### src/rtl/dataflow_ctrl_sequencer_if.sv
// dataflow_ctrl_sequencer_if: top-level handshake, per-process control
// and watchdog signals of one dataflow region.
interface dataflow_ctrl_sequencer_if #(
    parameter int N_PROC = 3
);
    logic              ap_start;
    logic              ap_ready;
    logic              ap_done;
    logic              ap_idle;
    logic [N_PROC-1:0] proc_start;
    logic [N_PROC-1:0] proc_ready;
    logic [N_PROC-1:0] proc_done;
    logic [N_PROC-1:0] proc_idle;
    logic              stall;
    logic [N_PROC-1:0] stall_mask;
    logic              ovf_err;
    logic              stall_clr;

    // Sequencer side.
    modport master (
        input  ap_start,
        input  proc_ready,
        input  proc_done,
        input  proc_idle,
        input  stall_clr,
        output ap_ready,
        output ap_done,
        output ap_idle,
        output proc_start,
        output stall,
        output stall_mask,
        output ovf_err
    );

    // Environment side: caller plus the dataflow processes.
    modport slave (
        output ap_start,
        output proc_ready,
        output proc_done,
        output proc_idle,
        output stall_clr,
        input  ap_ready,
        input  ap_done,
        input  ap_idle,
        input  proc_start,
        input  stall,
        input  stall_mask,
        input  ovf_err
    );
endinterface

### src/rtl/dataflow_ctrl_sequencer.sv
// dataflow_ctrl_sequencer: fans ap_start out to the region's processes,
// joins their done pulses into ap_done, and watches for stalls.
module dataflow_ctrl_sequencer #(
    parameter int N_PROC = 3,
    parameter int CNT_W  = 2,
    parameter int WDOG_W = 10
) (
    input  logic                      clock,
    input  logic                      reset,
    dataflow_ctrl_sequencer_if.master bus
);

    localparam logic [CNT_W-1:0]  CNT_MAX = {CNT_W{1'b1}};
    localparam logic [CNT_W-1:0]  CNT_ONE = {{(CNT_W-1){1'b0}}, 1'b1};
    localparam logic [CNT_W:0]    OUT_ONE = {{CNT_W{1'b0}}, 1'b1};
    localparam logic [WDOG_W-1:0] WD_ONE  = {{(WDOG_W-1){1'b0}}, 1'b1};

    logic [N_PROC-1:0] rdy_flag;
    logic [N_PROC-1:0] accept;
    logic [N_PROC-1:0] cnt_nz;
    logic [CNT_W-1:0]  done_cnt [N_PROC];
    logic [CNT_W:0]    out_cnt;
    logic [WDOG_W-1:0] wd_cnt;
    logic              all_rdy;
    logic              join_ev;
    logic              ovf_hit;
    logic              progress;
    logic              wd_full;
    logic              ap_done_q;
    logic              stall_q;
    logic [N_PROC-1:0] stall_mask_q;
    logic              ovf_q;

    // A process that already took this iteration is not restarted.
    assign bus.proc_start = {N_PROC{bus.ap_start}} & ~rdy_flag;
    assign accept         = bus.proc_start & bus.proc_ready;
    assign all_rdy        = &(rdy_flag | accept);
    assign bus.ap_ready   = bus.ap_start & all_rdy;

    assign bus.ap_done    = ap_done_q;
    assign bus.ap_idle    = (out_cnt == '0) & (&bus.proc_idle);
    assign bus.stall      = stall_q;
    assign bus.stall_mask = stall_mask_q;
    assign bus.ovf_err    = ovf_q;

    assign join_ev  = &cnt_nz;
    assign wd_full  = &wd_cnt;
    assign progress = (|bus.proc_ready) | (|bus.proc_done)
                    | bus.ap_ready | (out_cnt == '0);

    // Join and overflow detection from the registered done counts.
    always_comb begin
        cnt_nz  = '0;
        ovf_hit = 1'b0;
        for (int i = 0; i < N_PROC; i++) begin
            cnt_nz[i] = |done_cnt[i];
            if (bus.proc_done[i] && !join_ev && done_cnt[i] == CNT_MAX)
                ovf_hit = 1'b1;
        end
    end

    // Per-process accepted flags; cleared when the whole region accepts.
    always_ff @(posedge clock or negedge reset) begin
        if (!reset)
            rdy_flag <= '0;
        else if (bus.ap_ready)
            rdy_flag <= '0;
        else
            rdy_flag <= rdy_flag | accept;
    end

    // Outstanding iterations: started but not yet joined.
    always_ff @(posedge clock or negedge reset) begin
        if (!reset)
            out_cnt <= '0;
        else if (bus.ap_ready && !join_ev)
            out_cnt <= out_cnt + OUT_ONE;
        else if (!bus.ap_ready && join_ev)
            out_cnt <= out_cnt - OUT_ONE;
    end

    // Done-ahead counters, saturating on overflow.
    always_ff @(posedge clock or negedge reset) begin
        if (!reset) begin
            for (int i = 0; i < N_PROC; i++)
                done_cnt[i] <= '0;
        end else begin
            for (int i = 0; i < N_PROC; i++) begin
                if (bus.proc_done[i] && !join_ev) begin
                    if (done_cnt[i] != CNT_MAX)
                        done_cnt[i] <= done_cnt[i] + CNT_ONE;
                end else if (!bus.proc_done[i] && join_ev) begin
                    done_cnt[i] <= done_cnt[i] - CNT_ONE;
                end
            end
        end
    end

    // One-cycle ap_done pulse per join.
    always_ff @(posedge clock or negedge reset) begin
        if (!reset)
            ap_done_q <= 1'b0;
        else
            ap_done_q <= join_ev;
    end

    // Watchdog counter: restarts on any sign of progress.
    always_ff @(posedge clock or negedge reset) begin
        if (!reset)
            wd_cnt <= '0;
        else if (bus.stall_clr || progress)
            wd_cnt <= '0;
        else if (!wd_full)
            wd_cnt <= wd_cnt + WD_ONE;
    end

    // Sticky stall flag with a snapshot of the busy processes.
    always_ff @(posedge clock or negedge reset) begin
        if (!reset) begin
            stall_q      <= 1'b0;
            stall_mask_q <= '0;
        end else if (bus.stall_clr) begin
            stall_q      <= 1'b0;
            stall_mask_q <= '0;
        end else if (wd_full && !stall_q) begin
            stall_q      <= 1'b1;
            stall_mask_q <= ~bus.proc_idle;
        end
    end

    // Sticky done-counter overflow flag.
    always_ff @(posedge clock or negedge reset) begin
        if (!reset)
            ovf_q <= 1'b0;
        else if (bus.stall_clr)
            ovf_q <= 1'b0;
        else if (ovf_hit)
            ovf_q <= 1'b1;
    end

endmodule

### src/flat_wrapper.sv
// flat-port wrapper written by rule: the top's interface ports become plain ports
module dataflow_ctrl_sequencer_flat 
#(
    parameter int N_PROC = 3,
    parameter int CNT_W  = 2,
    parameter int WDOG_W = 10
)
  (clock, reset, bus_ap_start, bus_proc_ready, bus_proc_done, bus_proc_idle, bus_stall_clr, bus_ap_ready, bus_ap_done, bus_ap_idle, bus_proc_start, bus_stall, bus_stall_mask, bus_ovf_err);
  dataflow_ctrl_sequencer_if #(.N_PROC(N_PROC)) bus_i ();
  input  logic clock;
  input  logic reset;
  input wire logic [$bits(bus_i.ap_start)-1:0] bus_ap_start;
  input wire logic [$bits(bus_i.proc_ready)-1:0] bus_proc_ready;
  input wire logic [$bits(bus_i.proc_done)-1:0] bus_proc_done;
  input wire logic [$bits(bus_i.proc_idle)-1:0] bus_proc_idle;
  input wire logic [$bits(bus_i.stall_clr)-1:0] bus_stall_clr;
  output wire logic [$bits(bus_i.ap_ready)-1:0] bus_ap_ready;
  output wire logic [$bits(bus_i.ap_done)-1:0] bus_ap_done;
  output wire logic [$bits(bus_i.ap_idle)-1:0] bus_ap_idle;
  output wire logic [$bits(bus_i.proc_start)-1:0] bus_proc_start;
  output wire logic [$bits(bus_i.stall)-1:0] bus_stall;
  output wire logic [$bits(bus_i.stall_mask)-1:0] bus_stall_mask;
  output wire logic [$bits(bus_i.ovf_err)-1:0] bus_ovf_err;
  assign bus_i.ap_start = bus_ap_start;
  assign bus_i.proc_ready = bus_proc_ready;
  assign bus_i.proc_done = bus_proc_done;
  assign bus_i.proc_idle = bus_proc_idle;
  assign bus_i.stall_clr = bus_stall_clr;
  assign bus_ap_ready = bus_i.ap_ready;
  assign bus_ap_done = bus_i.ap_done;
  assign bus_ap_idle = bus_i.ap_idle;
  assign bus_proc_start = bus_i.proc_start;
  assign bus_stall = bus_i.stall;
  assign bus_stall_mask = bus_i.stall_mask;
  assign bus_ovf_err = bus_i.ovf_err;
  dataflow_ctrl_sequencer #(.N_PROC(N_PROC), .CNT_W(CNT_W), .WDOG_W(WDOG_W)) u_core (.clock(clock), .reset(reset), .bus(bus_i));
endmodule
### config.mk
export PLATFORM = sky130hd
export DESIGN_NAME = dataflow_ctrl_sequencer_flat
export DESIGN_NICKNAME = d
export VERILOG_FILES = /design/src/rtl/dataflow_ctrl_sequencer_if.sv /design/src/rtl/dataflow_ctrl_sequencer.sv /design/src/flat_wrapper.sv
export SDC_FILE = /design/constraint.sdc
export NUM_CORES = 1
export LEC_CHECK = 0
export BUFFER_PORTS_ARGS = -buffer_cell sky130_fd_sc_hd__clkbuf_2
export CAP_MARGIN = 0
export CORE_MARGIN = 10
export CORE_UTILIZATION = 55
export CTS_CLUSTER_DIAMETER = 80
export CTS_CLUSTER_SIZE = 14
export DETAILED_ROUTE_END_ITERATION = 6
export HOLD_SLACK_MARGIN = 0.12
export PLACE_DENSITY = 0.83
export SYNTH_ARGS = -nofsm -noshare
export SYNTH_HDL_FRONTEND = slang
export SYNTH_SLANG_ARGS = --single-unit
### constraint.sdc
create_clock -name clock -period 4.25 [get_ports clock]
set_input_delay 0.2125 -clock clock [delete_from_list [all_inputs] [get_ports clock]]
set_output_delay 0.2125 -clock clock [all_outputs]
set_load 0.03 [all_outputs]
==> metrics.txt <==
status=finished clean; CTS sink cnt=28; Mapped Cells=147; Yosys warning count=0; Rel. slew slack=0.544; global-route wire length before repair=5650 µm; Crit Path Max Fanout=11; 1st-pass router iterations=4; Syn Nets=163; Final Routed Wirelength=3070 µm; CTS resizes=0; area grow syn2layout=10.8%; Final period util=0.579; mux share of post-synthesis cell area=0.0215; commonest cells in the netlist=dfrtp_1 (28), a21oi_1 (16), nor2_1 (13); drt wl/cell=15.5 µm; Placer Congestion=0.829; total gr overflow=0; crit end category=flip-flop; main combinational cell family by area after synthesis=simple AND/OR/NAND/NOR gates; clk buf depth=2; total CTS buffers=3; worst setup path class=reg -> reg; RSZ-0062 raised after global routing=no; post-synth cell types=39; share of post-route cells with drive strength above 1=0.214; Initial Util=0.583; DP HPWL=2360 µm; Synth Area in XOR/XNOR=0.0361; ys async rst share=1.00; Die H=71.5 µm; initial DRC count=123; number of max-cap violations=0; die width=71.5 µm; register area share after synthesis=0.481; Via density=5.88; Fin Setup TNS=0 ns; Antenna Cells=0; Post-Synth Simple-Gate Area=0.216; R2R cell count=8; Pleak=0.738 nW; R2R Setup Slk=1.79 ns; Area contributors post-synth=dfrtp_1 (48%), a21oi_1 (5.5%), nor2_1 (3.3%), or3_1 (2.6%), nor3_2 (2.1%); GR Util All Layers=0.129; clock slew at reported path FFs=0.15 ns; power density of the placed cells=506 mW/mm²; vias in the first global route=1186; Top FF cell, synth=dfrtp_1; CTS tree=built; insertion delay to the later sink of the worst-skew pair=0.32 ns; Site Rows=18; FF+latch count, synth=28; Syn Std Cell Area=0.00146 mm²; hold path cells=2; setup repair bufs after CTS=0; Peak VDD IR=359 µV; largest area contributor in the netlist=dfrtp_1; vias post-DR=1164; fmax=406 MHz; Yosys top cell area share=0.481; core area=0.00250 mm²; Worst Skew=0.00402 ns; Nets=185; Worst setup SP type=flip-flop; Die ar.=0.00511 mm²; initial antenna violation count=0; Remaining DRCs=0; PortBufs=23; synthesized area per cell=9.92 µm²; H-Tree Depth=1; pin count of the biggest net entering global routing=29; crit path DAT=2.72 ns; final-report hold violation count=0; Synth Area in Adders=0.0309; Post-synth EDFFs=0; Critical Path RT=4.51 ns; Worst Hold Class=in -> reg; clock root buffer=clkbuf_4; Synth Area in Compound Gates=0.173; Ports=24; Final min period=2.46 ns; Final ANT Viol Nets=0; Hold Worst Slack=0.141 ns; fin. max-slew vios=0; worst slew pin tran=0.684 ns; most common cell in the synthesized netlist=dfrtp_1; setup violators final=0
## kinds of logic (layout without fill, tap and decap cells)
| logic type | Yosys count | after routing |
|---|---|---|
| simple gates | 54 | 54 |
| buf+inv | 12 | 33 |
| compound gates | 41 | 41 |
| mux | 3 | 3 |
| xor+xnor | 6 | 6 |
| fa+ha+maj | 3 | 3 |
| flops | 28 | 28 |
## layout make-up
| class | instances | area, µm² |
|---|---|---|
| Clock buffer | 4 | 36.3 |
| Multi-Input combinational cell | 107 | 697 |
| Tap cell | 30 | 37.5 |
| Sequential cell | 28 | 701 |
| Inverter | 5 | 18.8 |
| Timing Repair Buffer | 24 | 125 |
| Fill cell | 209 | 885 |
## where the power goes
group / total [W] / switching (W) / internal (W)
clock network: 0.000127 / 0.0000749 / 0.0000523
logic: 0.000301 / 0.000174 / 0.000127
registers: 0.000390 / 0.0000614 / 0.000328
total: 0.000818 / 0.000310 / 0.000508
## worst max-delay path, stage by stage, from the launching register on
cell     delay [ns]
dfrtp_1        0.45
o22ai_1        0.56
or2_1          0.28
ha_1           0.21
inv_1          0.07
fa_1           0.43
xor2_1         0.15
nor2_1         0.11
xor2_1         0.15
## state kept, by name, indices dropped and copies added, names as in the netlist
name,flops
u_core.out_cnt,3
u_core.bus.ovf_err,1
u_core.done_cnt,6
u_core.bus.stall_mask,3
u_core.bus.ap_done,1
u_core.wd_cnt,10
u_core.bus.stall,1
u_core.rdy_flag,3
## cell usage in the layout (no fill, tap or decap), types with 2 or more instances in the layout
cell type	synthesis	final
a211oi_2	2	2
clkbuf_4	0	3
inv_1	5	5
and4_1	3	3
nand4_1	2	2
o211ai_1	4	4
dfrtp_1	28	28
mux2i_1	2	2
xnor2_1	3	3
nor3_1	2	2
o21ai_0	6	6
o21ai_1	4	4
xor2_1	3	3
a21oi_1	16	16
nand2_1	7	7
and3_1	4	4
a31oi_1	2	2
or3_1	6	6
o22ai_1	2	2
nor2_1	13	13
and2_1	2	2
a21o_1	2	2
clkbuf_2	0	23
nand3_1	4	4
nor2b_1	3	3
nor3_2	3	3
ha_1	2	2
## path summary, 6_finish.rpt
kind / endpoint / start
worst min register to register: u_core.out_cnt[2] / u_core.out_cnt[2]
worst min-delay path: u_core.bus.ovf_err / bus_stall_clr
min in group asynchronous: u_core.wd_cnt[4] / reset
worst max-delay path: u_core.out_cnt[2] / u_core.done_cnt[1]
max in group asynchronous: u_core.wd_cnt[3] / reset
worst max register to register: u_core.out_cnt[2] / u_core.done_cnt[1]
## repair_timing
item	4_1_cts	5_1_grt
hold buffers	1	0
hold endpoints to repair	28	0
endpoints found under the setup margin	0	0
## routing by layer
layer,wire length (µm),global-route usage,up-vias
li1,-,-,574
met3,143,0.0317,4
met4,21,0.0323,0
met2,1560,0.218,28
met5,0,0,-
met1,1350,0.161,558
## per-stage QoR
stage	total power, W	util	setup WS (ns)	cell area (µm²)	instances
global placement	0.000675	0.628	1.96	1570	193
finish	0.000818	0.646	1.79	1620	198
global route	0.000889	0.646	1.60	1620	198
floorplan	0.000624	-	2.06	1460	147
detailed placement	0.000699	0.628	1.81	1570	193
CTS	0.000827	0.646	1.79	1620	198
No activity file was read; power rests on OpenSTA's default activity.
